`config.mk`:
```
export PLATFORM = sky130hd
export DESIGN_NAME = siren_detector
export DESIGN_NICKNAME = d
export VERILOG_FILES = /design/src/rtl/siren_pkg.sv /design/src/rtl/sync_edge_detect.sv /design/src/rtl/siren_detector.sv
export SDC_FILE = /design/constraint.sdc
export NUM_CORES = 1
export LEC_CHECK = 0
export CAP_MARGIN = 10
export CORE_MARGIN = 3
export CORE_UTILIZATION = 35
export CTS_CLUSTER_SIZE = 14
export DETAILED_ROUTE_END_ITERATION = 8
export DONT_BUFFER_PORTS = 1
export HOLD_SLACK_MARGIN = 0.08
export PLACE_DENSITY = 0.6
export RECOVER_POWER = 25
export SLEW_MARGIN = 20
export SYNTH_ARGS = -nofsm -noshare
export SYNTH_HDL_FRONTEND = slang
export SYNTH_HIERARCHICAL = 1
export SYNTH_SLANG_ARGS = --single-unit
```
`constraint.sdc`:
```
create_clock -name clock_25mhz -period 7.5 [get_ports clock_25mhz]
set_input_delay 1.5 -clock clock_25mhz [delete_from_list [all_inputs] [get_ports clock_25mhz]]
set_output_delay 1.5 -clock clock_25mhz [all_outputs]
set_load 0.01 [all_outputs]
```
`src/rtl/siren_pkg.sv`:
```
// Shared constants and types for the siren generator/detector pair.
// The generator uses the band-edge periods defined here.
package siren_pkg;

    localparam int CLK_HZ       = 25_000_000;
    localparam int CNT_W        = 17;
    localparam int PERIOD_400HZ = CLK_HZ / 400;
    localparam int PERIOD_700HZ = CLK_HZ / 700;

    typedef enum logic [1:0] {
        IDLE    = 2'd0,
        ACQUIRE = 2'd1,
        LOCKED  = 2'd2
    } state_t;

endpackage

```
`src/rtl/sync_edge_detect.sv`:
```
// Two-flop synchroniser for an asynchronous pin, plus a third flop that
// produces a one-cycle rising-edge pulse.
module sync_edge_detect (
    input  logic clk,
    input  logic rst_n,
    input  logic async_in,
    output logic rise
);

    logic s1_r;
    logic s2_r;
    logic s3_r;

    // Synchroniser chain and edge-detect history flop
    always_ff @(posedge clk or negedge rst_n) begin
        if (!rst_n) begin
            s1_r <= 1'b0;
            s2_r <= 1'b0;
            s3_r <= 1'b0;
        end else begin
            s1_r <= async_in;
            s2_r <= s1_r;
            s3_r <= s2_r;
        end
    end

    assign rise = s2_r & ~s3_r;

endmodule

```
`src/rtl/siren_detector.sv`:
```
// Measures full periods of a square-wave audio input, classifies them
// against the siren band, tracks sweep direction and locks on a siren.
module siren_detector
    import siren_pkg::*;
#(
    parameter int CNT_W      = siren_pkg::CNT_W,
    parameter int MIN_PERIOD = 35000,
    parameter int MAX_PERIOD = 63000,
    parameter int TIMEOUT    = 126000,
    parameter int LOCK_COUNT = 8,
    parameter int HYST       = 4
) (
    input  logic             clock_25mhz,
    input  logic             reset_n,
    input  logic             audio_in,
    output logic [CNT_W-1:0] period,
    output logic             period_valid,
    output logic             in_band,
    output logic             sweep_up,
    output logic             siren_detected
);

    localparam int GOOD_W = $clog2(LOCK_COUNT + 1);
    localparam int CW1    = CNT_W + 1;
    localparam logic [CNT_W-1:0]  MIN_P  = CNT_W'(MIN_PERIOD);
    localparam logic [CNT_W-1:0]  MAX_P  = CNT_W'(MAX_PERIOD);
    localparam logic [CNT_W-1:0]  TMO    = CNT_W'(TIMEOUT);
    localparam logic [CNT_W-1:0]  ONE    = CNT_W'(1);
    localparam logic [CW1-1:0]    HYST_X = CW1'(HYST);
    localparam logic [GOOD_W-1:0] LOCK_N = GOOD_W'(LOCK_COUNT);
    localparam logic [GOOD_W-1:0] G_ONE  = GOOD_W'(1);

    state_t            state_r;
    logic [CNT_W-1:0]  cnt_r;
    logic [CNT_W-1:0]  prev_r;
    logic [GOOD_W-1:0] good_cnt_r;
    logic              first_r;

    logic              rise_s;
    logic              timeout_s;
    logic              band_s;
    logic              faster_s;
    logic              slower_s;

    sync_edge_detect u_sync (
        .clk      (clock_25mhz),
        .rst_n    (reset_n),
        .async_in (audio_in),
        .rise     (rise_s)
    );

    // Widened by one bit so the hysteresis sums cannot wrap
    assign timeout_s = (cnt_r == TMO);
    assign band_s    = (cnt_r >= MIN_P) && (cnt_r <= MAX_P);
    assign faster_s  = ({1'b0, cnt_r} + HYST_X) < {1'b0, prev_r};
    assign slower_s  = {1'b0, cnt_r} > ({1'b0, prev_r} + HYST_X);

    // Period counter, measurement registers and lock state machine
    always_ff @(posedge clock_25mhz or negedge reset_n) begin
        if (!reset_n) begin
            state_r        <= IDLE;
            cnt_r          <= '0;
            prev_r         <= '0;
            good_cnt_r     <= '0;
            first_r        <= 1'b1;
            period         <= '0;
            period_valid   <= 1'b0;
            in_band        <= 1'b0;
            sweep_up       <= 1'b0;
            siren_detected <= 1'b0;
        end else begin
            period_valid   <= 1'b0;
            siren_detected <= (state_r == LOCKED);

            if (rise_s) begin
                cnt_r <= ONE;
            end else if (!timeout_s) begin
                cnt_r <= cnt_r + ONE;
            end else begin
                cnt_r <= cnt_r;
            end

            if (rise_s && ((state_r == IDLE) || timeout_s)) begin
                // A stale count cannot be a period: restart as a first edge
                state_r        <= ACQUIRE;
                good_cnt_r     <= '0;
                first_r        <= 1'b1;
                siren_detected <= 1'b0;
                if (timeout_s) begin
                    in_band <= 1'b0;
                end
            end else if (rise_s) begin
                period       <= cnt_r;
                period_valid <= 1'b1;
                in_band      <= band_s;
                prev_r       <= cnt_r;
                first_r      <= 1'b0;
                if (!first_r) begin
                    if (faster_s) begin
                        sweep_up <= 1'b1;
                    end else if (slower_s) begin
                        sweep_up <= 1'b0;
                    end
                end
                case (state_r)
                    ACQUIRE: begin
                        if (!band_s) begin
                            good_cnt_r <= '0;
                        end else if (good_cnt_r >= (LOCK_N - G_ONE)) begin
                            good_cnt_r <= LOCK_N;
                            state_r    <= LOCKED;
                        end else begin
                            good_cnt_r <= good_cnt_r + G_ONE;
                        end
                    end
                    LOCKED: begin
                        if (!band_s) begin
                            good_cnt_r <= '0;
                            state_r    <= ACQUIRE;
                        end
                    end
                    default: begin
                        state_r <= IDLE;
                    end
                endcase
            end else if (timeout_s) begin
                state_r        <= IDLE;
                siren_detected <= 1'b0;
                in_band        <= 1'b0;
            end
        end
    end

endmodule
```
After elaboration in Yosys (flattened, before gate mapping)
Cells that the tools add are included.
{ "word_totals": {"ff_bits": 48, "elab_cells": 72} }
{ "op_classes": {"add_sub_neg": 4, "magnitude_cmp": 5, "eq_ne": 8, "mux": 27, "n_bitwise": 4, "n_reduce_logical": 12} }
{ "ops": {"columns": ["op", "count"], "rows": [
  ["$add A17 B3 Y18 const B", 2],
  ["$mux W17", 2],
  ["$mux W4", 5],
  ["$gt A17 B18 Y1", 1],
  ["$lt A18 B17 Y1", 1],
  ["$add A17 B1 Y17 const B", 1],
  ["$eq A17 B17 Y1 const B", 1],
  ["$ge A17 B16 Y1 const B", 1],
  ["$le A17 B16 Y1 const B", 1],
  ["$mux W1", 12],
  ["$mux W2", 6],
  ["$ne A4 B4 Y1 const B", 2],
  ["$pmux W4 S2", 1],
  ["$reduce_and A4 Y1", 2],
  ["$reduce_bool A3 Y1", 2],
  ["$add A4 B1 Y4 const B", 1],
  ["$ge A4 B3 Y1 const B", 1],
  ["$ne A4 B3 Y1 const B", 1],
  ["$pmux W2 S2", 1],
  ["$reduce_bool A2 Y1", 2],
  ["$ne A3 B2 Y1 const B", 1],
  ["$not A1 Y1", 3],
  ["$reduce_and A3 Y1", 1],
  ["$eq A2 B1 Y1 const B", 1],
  ["7 further kinds", 8]
]} }

Depth between registers and ports, before layout
{ "depth": {"ltp_word": 6, "depth_mapped": 12, "ltp_nobuf": 12} }

Modules after synthesis
The synthesis kept the hierarchy.
{ "modules_own_cells": {"columns": ["module", "n_inst", "cells_per_inst", "area_per_inst_um2"], "rows": [
  ["siren_detector", 1, 393, 3407.0],
  ["sync_edge_detect", 1, 4, 88.8]
]} }

Worst setup path after synthesis
Ideal clock, no wire load.
{ "synth_path": {"kind": "register to register", "startpoint": "register cnt_r[3]", "endpoint": "register sweep_up", "setup_time_ns": 0.135, "arrival_ns": 2.431, "t_required_ns": 7.365, "slack_ns": 4.935, "path_stages_with_launch": 13, "cell_sequence": "dfrtp_1 -> ha_1 -> nand3_1 -> nor4_1 -> and3_1 -> nand3_1 -> xnor2_1 -> ha_1 -> nand3_1 -> a211oi_1 -> o41ai_1 -> nand4b_1 -> o211ai_1"} }
{ "synth_between": {"elab_chain_cells": 5, "elab_cells_between_ends": 10} }
{ "synth_rtl": {"columns": ["element", "line_no", "rtl"], "rows": [
  ["from (decl)", "siren_detector.sv:34", "logic [CNT_W-1:0] cnt_r;"],
  ["from (signal assigned)", "siren_detector.sv:78", "cnt_r <= cnt_r + ONE;"],
  ["from (signal assigned)", "siren_detector.sv:80", "cnt_r <= cnt_r;"],
  ["parallel branches: the longest is 5 deep, another holds $add A17 B3 Y18", null, null],
  ["to (signal assigned)", "siren_detector.sv:69", "sweep_up <= 1'b0;"],
  ["to (signal assigned)", "siren_detector.sv:100", "sweep_up <= 1'b1;"],
  ["to (signal assigned)", "siren_detector.sv:102", "sweep_up <= 1'b0;"],
  ["to (decl)", "siren_detector.sv:19", "output logic sweep_up,"]
]} }
Several ways; the timed one is not identified.
A chain may end at the register's enable or synchronous reset.

Worst setup path after layout
Ends and elaborated chain as after synthesis.

==> flow_summary.yaml <==
run_status:
  status: "completed"
timing:
  rsz0062_at_grt: "no"
  hold_viol_final: 0
  finalSetupViolCount: 0
  post-route-min-period_ns: 3.02
  skew_ns: 0.00911
  fin_crit_sh: 0.403
  slew_headroom: 0.355
  maxSlewViolCount: 0
  fin_tns_setup_ns: 0
  worst_slew_pin_slew_ns: 0.964
  fmax_ghz: 0.331
cells_and_area:
  layout_common_cells: "47 x dfrtp_1, 40 x nand2_1, 39 x ha_1"
  drive_above_1_share: 0.0495
  final_cell_count_no_fill: 513
  nets: 425
  n_fill_cell: 962
  area_growth_syn_to_layout_pct: 4.12
  final_common_cell: "dfrtp_1"
  fin_area_mm2: 0.00364
  n_antenna_cell: 0
setup_path:
  slowest_delay_ns: 0.51
  critical_path_buf_inv_count: 0
  r2r_slack_ns: 4.48
  crit_slowest_cell: "nor4_1"
  cp_top_family: "simple AND/OR/NAND/NOR gates"
  crit_fanout: 8
  crit_chain: "ha_1, nand3_1, nor4_1, and3_1, nand3_1, xnor2_1, ha_1, nand3_1, a211oi_1, o41ai_1, nand4b_1, o211ai_1"
  path_class: "flip-flop to flip-flop"
  crit_top_cell: "nand3_1"
  end_kind: "flip-flop"
  critPathLaunchType: "flip-flop"
  cp_data_arrival_time_ns: 3.21
  required_ns: 7.69
place:
  place_congestion: 0.854
  hpwl_um: 6080
  dp_cells: 505
  portBuffers: 0
  place_area_mm2: 0.00355
yosys:
  synth_top_area_frac: 0.336
  ys_top_cells_by_area: "dfrtp_1 34%, ha_1 14%, xnor2_1 7.5%, nand2_1 4.3%, o21ai_0 3.4%"
  synth.net_count: 439
  synth_top_flop_cell: "dfrtp_1"
  synthCells: 397
  yosysTopAreaCell: "dfrtp_1"
  synth-edff-count: 0
  ys_types: 57
  synthArstFlopShare: 1.00
  avgSynthCellArea_um2: 8.81
  ys_ff_latch: 48
  synth.cell_area_mm2: 0.00350
  ys_warn_count: 6
  yosysSeqAreaShare: 0.344
route:
  routed_wl_um: 8220
  avgRoutedWirePerCell_um: 16.0
  drcViolationCount: 0
  vias: 2724
  vias_per_cell: 5.31
  ant_nets: 0
  first_iter_violations: 217
  detail_route.first_pass.iterations: 4
floorplanning:
  die_area_mm2: 0.0112
  ioPinCount: 24
  std_cell_rows: 35
  start_util: 0.370
  die_y_um: 106
  core_area_mm2: 0.00946
  die_w_um: 106
global_routing:
  grt_max_degree: 49
  antenna_found_initial: 0
  grt_first_pass_wirelength_um: 13900
  grt_usage: 0.154
  grt_pass1_vias: 2736
  grt_overflow: 0
min_path:
  hp-class: "flip-flop to flip-flop"
pwr:
  power.density_mw_per_mm2: 188
  max-vdd-ir-drop_uv: 89.0
  p_leak_uw: 0.00160
clock_tree:
  cts_hold_buffers: 0
  postCtsResizedCells: 0
  clock_sinks: 48
  cts_max_path_buffers: 2
  root_buffer: "clkbuf_8"
  clk_latency_ns: 0.31
  clk_pin_slew_ns: 0.09
  cts_made_buffers: 5
  cts_max_level: 2
  cts_tree: "yes"
  cts_setup_buffers: 0
flow_run:
  drv_cap: 0
-- path summary, 6_finish.rpt --
kind                                             from                     end  depth (start not counted)
worst min register to register  u_sync/s1_r$_DFF_PN0_   u_sync/s2_r$_DFF_PN0_                          0
worst max register to register   cnt_r[3]$_DFFE_PN0P_    sweep_up$_DFFE_PN0P_                         12
max in group asynchronous                     reset_n     first_r$_DFFE_PN1P_                          0
min in group asynchronous                     reset_n  prev_r[16]$_DFFE_PN0P_                          0
worst max-delay path             cnt_r[3]$_DFFE_PN0P_    sweep_up$_DFFE_PN0P_                         12
worst min-delay path            u_sync/s1_r$_DFF_PN0_   u_sync/s2_r$_DFF_PN0_                          0
-- area by class of cell --
class                   instances  area, µm²  area share
clock inverters                 1       7.51     0.00206
multi-input cells             297       2060       0.567
repair buffers                  1       7.51     0.00206
well taps                     129        161      0.0443
inverters                      30        113      0.0309
clock buffers                   7       86.3      0.0237
flip-flops and latches         48       1200       0.330
-- power breakdown --
group | internal (µW) | switching [µW] | leakage (µW)
clock network | 75.1 | 90.7 | 0.0000445
logic | 83.7 | 115 | 0.000914
registers | 280 | 40.9 | 0.000640
-- synth_stat cells (all sizes together) (2+ instances only) --
library cell,count
a211oi,4
a21o,8
a21oi,12
a31oi,2
and2,3
and3,6
and4,2
buf,12
clkbuf,10
dfrtp,47
ha,39
inv,30
mux2,2
nand2,41
nand3,18
nand4,11
nor2,32
nor2b,4
nor3,7
nor4,7
nor4b,2
o211ai,4
o21ai,25
o31ai,2
or2,2
or4,3
xnor2,30
xor2,11
-- through the flow --
stage          utilization  total power, µW  hold slack [ns]  setup slack [ns]
2_1_floorplan            -              460            0.331              4.93
4_1_cts              0.385              687            0.361              4.50
3_5_place_dp         0.375              519            0.340              4.51
3_3_place_gp         0.375              519            0.333              4.70
5_1_grt              0.385              734            0.369              4.04
6_report             0.385              685            0.358              4.48
-- worst register-to-register path, stage by stage, from the launching register on --
cell,delay (ns)
dfrtp_1,0.49
ha_1,0.26
nand3_1,0.18
nor4_1,0.51
and3_1,0.32
nand3_1,0.11
xnor2_1,0.16
ha_1,0.30
nand3_1,0.10
a211oi_1,0.18
o41ai_1,0.11
nand4b_1,0.09
o211ai_1,0.10
-- registers in the layout, summed over array words and instances (netlist names) --
register	count
u_sync/s2_r	1
cnt_r	17
u_sync/s1_r	1
u_sync/s3_r	1
period_valid	1
siren_detected	1
good_cnt_r	4
first_r	1
in_band	1
sweep_up	1
prev_r	17
state_r	2
-- layer usage --
| layer | GRT usage | up-vias | wire length [µm] |
|---|---|---|---|
| li1 | - | 1351 | - |
| met1 | 0.214 | 1305 | 3950 |
| met2 | 0.240 | 60 | 3740 |
| met3 | 0.0304 | 8 | 385 |
| met4 | 0.0537 | 0 | 140 |
| met5 | 0 | - | 0 |
-- cells by family (layout without fill, tap and decap cells) --
kind of cell | count (synthesis) | count (layout) | synth area share
muxes | 3 | 3 | 0.00931
buffers and inverters | 52 | 39 | 0.0669
adders and majority gates | 39 | 39 | 0.140
AOI/OAI and AO/OA | 69 | 69 | 0.127
and+or+nand+nor | 145 | 145 | 0.210
DFF | 48 | 48 | 0.344
xor gates and xnor gates | 41 | 41 | 0.103
(Power assumes the default switching activity.)
